==> src/rtl/lcd_bus_responder.sv <==
// lcd_bus_responder: HD44780-style 4-bit bus responder that mirrors line 1 into a 16-char buffer
module lcd_bus_responder #(
    parameter int CmdCycles   = 2000,
    parameter int ClearCycles = 82000,
    parameter int CntW        = 17
) (
    input  logic          Clk,
    input  logic          Rst,
    input  logic [11:8]   LCD_Data,
    input  logic          LCD_E,
    input  logic          LCD_RS,
    input  logic          LCD_RW,
    output logic [8*16:1] DisplayOut,
    output logic [6:0]    Addr,
    output logic          DisplayOn,
    output logic          Busy,
    output logic          WrStrobe,
    output logic [1:0]    ErrFlags
);
    typedef enum logic [1:0] {INIT8, NIB_HI, NIB_LO} state_t;
    state_t state, state_n;
    logic e_d, lat_rs, lat_rw, hi_rs, id, cgram;
    logic [3:0] lat_d, hi;
    logic [7:0] disp_buf [16];
    logic [CntW-1:0] cnt, cnt_n;
    logic [6:0] addr_n;
    logic id_n, cg_n, don_n, clr, wr, fall, nib_ev, exec;
    logic [1:0] err_n;
    logic [7:0] cmd;
    assign fall   = e_d & ~LCD_E;
    assign nib_ev = fall & ~lat_rw;
    assign exec   = nib_ev & (state == NIB_LO);
    assign cmd    = {hi, lat_d};
    assign Busy   = cnt != '0;
    genvar i;
    for (i = 0; i < 16; i++) begin : g_out
        assign DisplayOut[8*(16-i) -: 8] = disp_buf[i];
    end
    always_comb begin
        state_n = state;
        if (nib_ev)
            state_n = state == INIT8  ? ((!lat_rs && lat_d == 4'h2) ? NIB_HI : INIT8) :
                      state == NIB_HI ? NIB_LO : NIB_HI;
        // a nibble fall counts as busy even when the counter is on its last cycle
        err_n = ErrFlags | {(fall & lat_rw) | (exec & (lat_rs != hi_rs)),
                            nib_ev & (state != INIT8) & Busy};
    end
    always_comb begin
        addr_n = Addr;
        id_n   = id;
        cg_n   = cgram;
        don_n  = DisplayOn;
        clr    = 1'b0;
        wr     = 1'b0;
        cnt_n  = Busy ? cnt - CntW'(1) : cnt;
        if (exec) begin
            cnt_n = CntW'(CmdCycles);
            if (hi_rs) begin
                if (!cgram) begin
                    wr     = Addr < 7'd16;
                    addr_n = id ? Addr + 7'd1 : Addr - 7'd1;
                end
            end else if (cmd[7]) begin
                addr_n = cmd[6:0];
                cg_n   = 1'b0;
            end else if (cmd[6]) begin
                cg_n = 1'b1;
            end else if (cmd[5]) begin
                cg_n = cgram;
            end else if (cmd[4]) begin
                if (!cmd[3])
                    addr_n = cmd[2] ? Addr + 7'd1 : Addr - 7'd1;
            end else if (cmd[3]) begin
                don_n = cmd[2];
            end else if (cmd[2]) begin
                id_n = cmd[1];
            end else if (cmd[1]) begin
                addr_n = '0;
                cg_n   = 1'b0;
                cnt_n  = CntW'(ClearCycles);
            end else if (cmd[0]) begin
                clr    = 1'b1;
                addr_n = '0;
                id_n   = 1'b1;
                cg_n   = 1'b0;
                cnt_n  = CntW'(ClearCycles);
            end
        end
    end
    always_ff @(posedge Clk or negedge Rst) begin
        if (!Rst) begin
            state     <= INIT8;
            e_d       <= 1'b0;
            lat_d     <= '0;
            lat_rs    <= 1'b0;
            lat_rw    <= 1'b0;
            hi        <= '0;
            hi_rs     <= 1'b0;
            Addr      <= '0;
            id        <= 1'b1;
            cgram     <= 1'b0;
            DisplayOn <= 1'b0;
            cnt       <= '0;
            WrStrobe  <= 1'b0;
            ErrFlags  <= '0;
            for (int k = 0; k < 16; k++) disp_buf[k] <= 8'h20;
        end else begin
            state     <= state_n;
            e_d       <= LCD_E;
            if (LCD_E) begin
                lat_d  <= LCD_Data;
                lat_rs <= LCD_RS;
                lat_rw <= LCD_RW;
            end
            if (nib_ev && state == NIB_HI) begin
                hi    <= lat_d;
                hi_rs <= lat_rs;
            end
            Addr      <= addr_n;
            id        <= id_n;
            cgram     <= cg_n;
            DisplayOn <= don_n;
            cnt       <= cnt_n;
            WrStrobe  <= wr;
            ErrFlags  <= err_n;
            if (clr)
                for (int k = 0; k < 16; k++) disp_buf[k] <= 8'h20;
            else if (wr)
                disp_buf[Addr[3:0]] <= cmd;
        end
    end
endmodule

==> config.mk <==
export PLATFORM = sky130hd
export DESIGN_NAME = lcd_bus_responder
export DESIGN_NICKNAME = d
export VERILOG_FILES = /design/src/rtl/lcd_bus_responder.sv
export SDC_FILE = /design/constraint.sdc
export NUM_CORES = 1
export LEC_CHECK = 0
export CORE_MARGIN = 2
export CORE_UTILIZATION = 40
export CTS_BUF_LIST = sky130_fd_sc_hd__clkbuf_16
export CTS_CLUSTER_DIAMETER = 80
export DETAILED_ROUTE_END_ITERATION = 6
export SETUP_SLACK_MARGIN = 0.5
export SLEW_MARGIN = 40
export SYNTH_ARGS = -nofsm -noshare
export SYNTH_HDL_FRONTEND = slang
export SYNTH_SLANG_ARGS = --single-unit
export TNS_END_PERCENT = 50
==> constraint.sdc <==
create_clock -name Clk -period 4 [get_ports Clk]
set_clock_uncertainty 0.1 [all_clocks]
set_input_delay 1.2 -clock Clk [delete_from_list [all_inputs] [get_ports Clk]]
set_output_delay 1.2 -clock Clk [all_outputs]
set_load 0.03 [all_outputs]
==> flow_summary_export.csv, run 1 <==
group,metric,value,unit
global_route,grt_antenna_before_repair,0,
worst_setup_path,worstPathCellList,"nor4_4 -> nand3_2 -> nor2_1 -> inv_1 -> dlygate4sd2_1",
logic_synthesis,async_flop_share,100,%
place,port_buffers,148,
global_route,grt_use_met2,35.1,%
final_layout,multiInputGateArea,2800,sq um
power,p_clk_share,36.6,%
die,start_util,40.8,%
logic_synthesis,synth_top_area_share,52.9,%
worst_setup_path,worst-path-buf-inv,2,
global_route,grt_pass1_vias,5773,
timing,report.final.hold_viol_count,0,
timing,finalMaxSlewViolations,0,
final_layout,regArea,4330,sq um
logic_synthesis,ys_seq_elements,172,
drt,drtIter0Drc,390,
logic_synthesis,synth_common_cells,"155 x dfrtp_1, 65 x a22o_1, 53 x nor2_1",
logic_synthesis,syn-cell-area,7340,sq um
cts,clk_pin_slew,0.06,ns
drt,vias,5625,
timing,max_slew_margin,56.5,%
global_route,grt_start_max_net_pins,76,
cts,cts_sinks,172,
timing,max_freq,0.297,GHz
logic_synthesis,synth.area.top_cells,"dfrtp_1 53%, a22o_1 7.8%, dfstp_2 6.1%",
cts,cts-root-buf,"clkbuf_16",
logic_synthesis,seq_area_frac_synth,59.0,%
global_route,overflow,0,
global_route,grt_usage,22.9,%
worst_setup_path,slowest_stage,"dfrtp_1",
final_layout,syn_to_final_growth,32.1,%
timing,fin_crit_sh,84.1,%
final_layout,drive_gt1_share,11.9,%
cts,cts_buffers,17,
drt,via_per_inst,5.63,
power,p_sw,1.48,mW
run_status,status,"complete, no violations",
logic_synthesis,synth_nets,636,
cts,cts_max_path_buffers,2,
worst_setup_path,cp_slowest_stage_delay,0.43,ns
timing,finalSetupViolCount,0,
drt,drc,0,
cts,h-tree-depth,4,
power,seqPwrFrac,45.6,%
power,ir_worst_vdd,327,uV
final_layout,n_fill_cell,1535,
logic_synthesis,yosys_warnings,0,
die,die_w,139,microns
timing,tns,0,ns
final_layout,final_cells,1000,
logic_synthesis,synthCells,620,
die,core,18000,sq um
worst_setup_path,path_class,"reg -> out",
drt,firstDrtPassIters,7,
global_route,grt_util_met3,8.19,%
place,place_inst,968,
die,die_y,139,microns
power,power_leakage,4.22,nW
power,p_int,3.18,mW
cts,hold_buffers,0,
cts,clkLatencyLatePin,0.43,ns
flow_run,maxCapViolations,0,
power,netSwitchingFraction,31.7,%
worst_setup_path,arrival,2.07,ns
timing,fin_crit,3.37,ns
die,rows,49,
worst_setup_path,cpLargestDelayFamily,"simple AND/OR/NAND/NOR gates",
timing,tightest_slew,0.652,ns
worst_setup_path,path_max_fanout,9,
place,gp_congestion,0.861,
global_route,top_usage_layer,"met2",
worst_setup_path,start_kind,"flop",
drt,drtAntennaViolNets,0,
cts,cts_tree,"built",
drt,wl,21700,microns
logic_synthesis,synth_edf_count,0,
global_route,grt_util_met1,30.3,%
die,pin_count,149,
power,p_per_area,481,nW/um^2
logic_synthesis,synth_top_area_cell,"dfrtp_1",
worst_setup_path,end_kind,"primary output",
hold_path,hold_path_class,"reg -> reg",
logic_synthesis,netlist-cell-type-count,54,
place,dp_hpwl,14200,microns
cts,post-cts-setup-buffer-count,0,
die,dieArea,19400,sq um
final_layout,nets,774,
power,pwr-share-comb,17.9,%
logic_synthesis,synth_flop_cell,"dfrtp_1",
worst_setup_path,cp.required,2.70,ns
final_layout,diodes,0,
drt,wire_per_inst,21.7,microns
logic_synthesis,postSynthAreaPerCell,11.8,sq um
global_route,grt_pass1_wl,34200,microns
logic_synthesis,yosysMostFrequentCell,"dfrtp_1",
timing,rsz0062_at_grt,"false",
## registers in the layout, summed over array words and instances (netlist names), 2 cells and up
name        cells
DisplayOut    128
lat_d           4
cnt            17
Addr            7
hi              4
ErrFlags        2
state           2
## cell type report
cell class | instances | area share (%)
clock buffer | 17 | 4.39
timing repair buffer | 166 | 16.9
inverter | 12 | 0.465
multi-input combinational | 389 | 28.8
tap | 229 | 2.96
clock inverter | 15 | 1.78
sequential | 172 | 44.6
## cells in the final DEF, fill, tap and decap left out, drive strengths merged, types with 3 or more instances in the layout
cell type / count
nor2: 60
and3: 16
nand3b: 4
o21ai: 23
nor3: 7
clkinv: 5
buf: 19
a21oi: 11
and4: 3
nor2b: 5
o31ai: 3
mux2: 9
clkdlybuf4s50: 146
nand3: 5
dfrtp: 155
xnor2: 5
and2: 3
a22o: 65
dfstp: 17
nor4: 6
nand2: 40
clkbuf: 17
mux2i: 32
bufinv: 3
o22a: 32
xor2: 12
nand4: 4
nor4b: 3
inv: 17
ha: 7
a211oi: 3
## cells by family (layout without fill, tap and decap cells)
family / Yosys count / after routing / synth area share, %
mux: 41 / 41 / 5.75
fa+ha+maj: 7 / 7 / 1.19
simple gates: 164 / 164 / 11.4
compound gates: 160 / 160 / 17.2
flops: 172 / 172 / 59.0
buf+inv: 59 / 210 / 3.51
xor+xnor: 17 / 17 / 2.03
## worst reg2reg max path, cell delays in order (launching register included)
cell and delay (ns):
dfrtp_1 0.48, nor4_1 0.31, and4_1 0.58, and3_1 0.53, nor2_1 0.20, a22o_1 0.22
## stage by stage
stage                     hold WS, ns  util (%)  instance area (sq um)  power [mW]  setup slack [ns]
after floorplan                 0.376         -                   7340        2.60              1.13
after global placement          0.358      50.4                   9050        2.93             0.403
after detailed placement        0.370      50.4                   9050        2.95             0.336
after CTS                       0.389      53.9                   9680        4.68             0.551
after global routing            0.400      54.0                   9690        4.86             0.504
final                           0.391      54.0                   9690        4.66             0.635
## final timing paths
path | start | to | slack, ns | depth (start not counted)
worst max register to register | Addr[4] | DisplayOut[90] | 1.47 | 5
worst min-delay path | ErrFlags[0] | ErrFlags[0] | 0.39 | 1
worst max-delay path | cnt[14] | Busy | 0.63 | 5
max in group asynchronous | Rst | DisplayOut[78] | 2.28 | 2
worst min register to register | ErrFlags[0] | ErrFlags[0] | 0.39 | 1
min in group asynchronous | Rst | DisplayOut[47] | 0.66 | 1
## timing repair
action | CTS | global route
pin swaps | 1 | 0
setup endpoints to repair | 1 | 1
gates resized for setup | 6 | 1
endpoints found under the hold margin | 0 | 0
## routing by layer
layer,vias to the layer above,part of all wire (%),wire length (microns)
met4,0,2.2,478
met3,31,7.1,1540
met2,158,46,10000
li1,2529,-,-
met1,2907,45,9660
met5,-,0,0
## power groups by stage
stage                     registers (mW)  clock network [mW]  logic (mW)
after global placement              2.12                   0       0.808
after global routing                2.15                1.80       0.911
final                               2.13                1.70       0.832
after floorplan                     2.09                   0       0.518
after CTS                           2.12                1.73       0.837
after detailed placement            2.13                   0       0.823
Power figures use the tool's default switching activity.
==> run 2, diff against run 1 <==
- clock period: 4 -> 3.5 ns (I/O delays scaled with it)
==> run 2 against run 1 <==
  * Sequential share of layout area shrank 0.51 points
  * Largest cell class unchanged
  * Clock power grew 8%
  * Sequential power grew 15%
  * Critical path type unchanged
  * Worst setup slack lost 0.054 ns
  * Highest routed layer unchanged
  * Via count grew 0.68%
  * Routed wire length grew 2.1%
==> flow_summary_export.csv, run 2 (same netlist as run 1, synthesis figures left out) <==
group,metric,value,unit
final_layout,final_common_cell,"dfrtp_1",
worst_setup_path,worst-path-buf-inv,1,
timing,tns,0,ns
global_route,grt_pass1_vias,5864,
global_route,grt_pass1_wl,34700,microns
power,p_per_area,535,nW/um^2
timing,max_slew_margin,59.1,%
drt,via_per_inst,5.56,
timing,finalMaxSlewViolations,0,
timing,holdWs,0.393,ns
worst_setup_path,path_max_fanout,13,
worst_setup_path,end_kind,"primary output",
place,place_ws,-0.0253,ns
cts,clk_pin_slew,0.06,ns
flow_run,maxCapViolations,0,
final_layout,final_core_util,54.6,%
global_route,grt_antenna_before_repair,0,
place,dp_hpwl,14900,microns
die,die_y,139,microns
power,ir_worst_vdd,323,uV
timing,fin_crit_sh,83.4,%
die,pin_count,149,
drt,vias,5663,
timing,setup_slack,0.581,ns
place,gp_congestion,0.848,
drt,drtIter0Drc,485,
hold_path,hold_path_class,"reg -> reg",
global_route,grt_usage,23.1,%
die,start_util,40.8,%
power,power_leakage,4.32,nW
cts,clkLatencyLatePin,0.42,ns
global_route,grt_start_max_net_pins,60,
drt,firstDrtPassIters,5,
place,port_buffers,148,
final_layout,syn_to_final_growth,33.6,%
cts,cts_sinks,172,
worst_setup_path,slowest_stage,"clkdlybuf4s50_1",
timing,rsz0062_at_grt,"true",
drt,drc,0,
final_layout,diodes,0,
timing,report.final.hold_viol_count,0,
die,die_w,139,microns
global_route,grt_util_met3,7.23,%
global_route,grt_util_met1,31.6,%
drt,wl,22200,microns
power,p_total,5.25,mW
global_route,overflow,0,
worst_setup_path,worstPathCellList,"clkdlybuf4s50_1",
global_route,top_usage_layer,"met2",
final_layout,largest_register_ffs,128,
drt,drtAntennaViolNets,0,
die,dieArea,19400,sq um
drt,wire_per_inst,21.7,microns
cts,h-tree-depth,4,
worst_setup_path,start_kind,"flop",
timing,finalSetupViolCount,0,
final_layout,drive_gt1_share,14.6,%
timing,fin_crit,2.92,ns
cts,cts-root-buf,"clkbuf_16",
die,rows,49,
cts,cts_max_path_buffers,2,
worst_setup_path,path_class,"reg -> out",
timing,max_freq,0.343,GHz
final_layout,final_cell_mix,"154 x dfrtp_1, 146 x clkdlybuf4s50_1, 65 x a22o_1",
worst_setup_path,arrival,1.77,ns
cts,cts_buffers,17,
run_status,status,"complete, no violations",
timing,tightest_slew,0.614,ns
worst_setup_path,cp.required,2.35,ns
cts,cts_tree,"built",
worst_setup_path,cp_slowest_stage_delay,0.75,ns
worst_setup_path,cpLargestDelayFamily,"buffers and inverters",
global_route,grt_use_met2,35.2,%
die,core,18000,sq um
final_layout,nets,793,
==> run 2: worst paths after layout <==
check / from / to / slack, ns / cells after the start
hold / removal: ErrFlags[0] / ErrFlags[0] / 0.39 / 1
hold reg to reg: ErrFlags[0] / ErrFlags[0] / 0.39 / 1
setup / recovery: Addr[2] / Addr[2] / 0.58 / 1
min in group asynchronous: Rst / Addr[6] / 0.50 / 1
setup reg to reg: lat_d[0] / DisplayOut[93] / 1.14 / 6
max in group asynchronous: Rst / cnt[8] / 1.99 / 2
==> run 2: cell type report <==
cell class,count,area (sq um)
fill,1512,8160
sequential,172,4330
multi-input combinational,389,2800
timing repair buffer,185,1790
clock buffer,17,425
tap,229,287
clock inverter,15,135
inverter,12,45.0
==> run 2: what timing repair did <==
action	CTS	global route
pin swaps	0	1
endpoints found under the setup margin	16	28
resized for setup	8	8
hold buffers	0	0
setup buffers	0	2
==> run 2: where the power goes <==
part | total [mW] | switching [mW] | internal, mW
logic | 0.975 | 0.598 | 0.377
registers | 2.44 | 0.285 | 2.16
clock network | 1.83 | 0.832 | 0.995
total | 5.25 | 1.72 | 3.53
==> run 2: per-stage QoR <==
step / cells / instance area [sq um]
CTS: 1016 / 9740
detailed placement: 984 / 9180
finish: 1019 / 9800
global route: 1019 / 9800
floorplan: 620 / 7340
global placement: 984 / 9170
==> run 2: per-layer routing <==
layer  vias up  share of wire (%)
met5         -                  0
met4         0                2.7
met3        41                7.6
met2       192                 45
met1      2860                 45
li1       2570                  -
==> run 3, diff against run 2 <==
- clock period: 3.5 -> 3.05 ns (I/O delays scaled with it)
==> run 3 against run 2 <==
  * Total power is 14% higher
  * Die area stayed put
  * Via count rose by 0.57%
  * First-iteration DRC count decreased by 13%
  * Cell area up 2.0%
  * Register-to-register slack got worse by 0.27 ns
  * Critical path type unchanged
  * Critical endpoint is now Busy
==> flow_summary_export.csv, run 3 (same netlist as run 1, synthesis figures left out) <==
group,metric,value,unit
final_layout,diodes,0,
die,rows,49,
power,ir_worst_vdd,432,uV
final_layout,n_fill_cell,1487,
cts,cts_tree,"built",
final_layout,nets,806,
global_route,grt_pass1_vias,5791,
worst_setup_path,cp.required,2.03,ns
cts,clkLatencyLatePin,0.42,ns
die,die_w,139,microns
timing,finalSetupViolCount,0,
timing,rsz0062_at_grt,"true",
die,dieArea,19400,sq um
timing,tightest_slew,0.677,ns
worst_setup_path,slowest_stage,"dfrtp_1",
worst_setup_path,cpLargestDelayFamily,"simple AND/OR/NAND/NOR gates",
timing,finalMaxSlewViolations,0,
worst_setup_path,r2r-start,"Addr[0]",
timing,max_slew_margin,54.8,%
timing,tns,0,ns
final_layout,final_common_cell,"dfrtp_1",
place,port_buffers,148,
final_layout,regArea,4330,sq um
global_route,grt_antenna_before_repair,0,
flow_run,maxCapViolations,0,
place,dp_hpwl,14600,microns
drt,drtAntennaViolNets,0,
worst_setup_path,start_kind,"flop",
global_route,overflow,0,
drt,drc,0,
worst_setup_path,worstPathCellList,"nor4_2 -> buf_4 -> nand3b_1 -> nor2_2 -> inv_2 -> buf_6",
place,place_ws,-0.0476,ns
worst_setup_path,cp_slowest_stage_delay,0.41,ns
final_layout,drive_gt1_share,16.1,%
worst_setup_path,end_kind,"primary output",
final_layout,largest_register_ffs,128,
drt,firstDrtPassIters,4,
cts,cts_buffers,17,
drt,wire_per_inst,21.4,microns
global_route,grt_start_max_net_pins,64,
cts,h-tree-depth,4,
hold_path,hold_path_class,"in -> async",
power,p_total,5.99,mW
final_layout,multiInputGateArea,2800,sq um
final_layout,syn_to_final_growth,36.3,%
global_route,grt_usage,23.0,%
die,start_util,40.8,%
drt,via_per_inst,5.52,
timing,holdWs,0.379,ns
place,gp_congestion,0.837,
die,die_y,139,microns
die,core,18000,sq um
timing,fin_crit_sh,90.3,%
timing,report.final.hold_viol_count,0,
drt,vias,5695,
cts,cts_max_path_buffers,2,
timing,setup_slack,0.297,ns
final_layout,final_cell_mix,"154 x dfrtp_1, 111 x clkdlybuf4s50_1, 65 x a22o_1",
run_status,status,"complete, no violations",
power,power_leakage,4.70,nW
cts,cts-root-buf,"clkbuf_16",
global_route,grt_pass1_wl,34200,microns
drt,drtIter0Drc,420,
worst_setup_path,path_class,"reg -> out",
timing,fin_crit,2.75,ns
die,pin_count,149,
power,p_per_area,598,nW/um^2
drt,wl,22100,microns
final_layout,final_cells,1032,
worst_setup_path,crit_start,"cnt[6]",
worst_setup_path,arrival,1.74,ns
place,place_inst,996,
timing,max_freq,0.363,GHz
worst_setup_path,worst-path-buf-inv,3,
cts,clk_pin_slew,0.07,ns
cts,cts_sinks,172,
worst_setup_path,path_max_fanout,4,
-- run 3: cell types whose count changed in the layout (fill, tap and decap cells not counted), moves of 5 or more --
| cell | before | now |
|---|---|---|
| buf_12 | 2 | 7 |
| buf_4 | 34 | 41 |
| clkdlybuf4s50_1 | 146 | 111 |
| dlygate4sd2_1 | 0 | 23 |
| dlymetal6s2s_1 | 0 | 12 |
-- run 3: worst paths after layout --
kind	endpoint	slack (ns)	cells past startpoint
setup / recovery	Busy	0.30	6
hold / removal	DisplayOut[48]	0.38	1
setup reg to reg	Addr[6]	0.87	7
hold reg to reg	ErrFlags[0]	0.39	1
max in group asynchronous	DisplayOut[86]	1.74	2
min in group Clk	ErrFlags[0]	0.39	1
-- run 3: power breakdown --
| group | total [mW] | switching [mW] | internal, mW |
|---|---|---|---|
| combinational | 1.16 | 0.741 | 0.417 |
| sequential | 2.74 | 0.260 | 2.48 |
| clock | 2.09 | 0.951 | 1.14 |
-- run 3: worst reg2reg max path, stage by stage (launching register included) --
cell and delay, ns:
dfrtp_1 0.46, inv_1 0.21, ha_1 0.23, nor3b_1 0.33, nand2_1 0.10, o21ai_0 0.22
o21ai_0 0.11, a211o_1 0.31
-- run 3: final cells by class --
class / instances / area share [%]
clock buffers: 17 / 4.25
clock inverters: 15 / 1.38
inverters: 12 / 0.450
multi-input cells: 389 / 28.0
flip-flops and latches: 172 / 43.3
well taps: 229 / 2.86
repair buffers: 198 / 19.8
-- run 3: per-layer routing --
metal  vias to the layer above  GRT usage (%)  share of wire (%)
met1                      2910           31.9                 46
li1                       2596              -                  -
met4                         0           5.58                1.4
met3                        18           7.47                6.4
met5                         -              0                  0
met2                       171           35.2                 46
-- run 3: per-stage QoR --
stage | instance area, sq um | utilization [%]
3_3_place_gp | 9330 | 51.9
4_1_cts | 9950 | 55.4
6_report | 10000 | 55.7
5_1_grt | 10000 | 55.7
2_1_floorplan | 7340 | -
3_5_place_dp | 9330 | 51.9
-- run 3: timing repair --
| action | 4_1_cts | 5_1_grt |
|---|---|---|
| hold buffers | 0 | 0 |
| pin swaps | 2 | 2 |
| hold endpoints to repair | 0 | 0 |
| gates cloned | 1 | 0 |
| setup endpoints to repair | 132 | 26 |
| resized for setup | 34 | 15 |
| setup buffers | 2 | 1 |
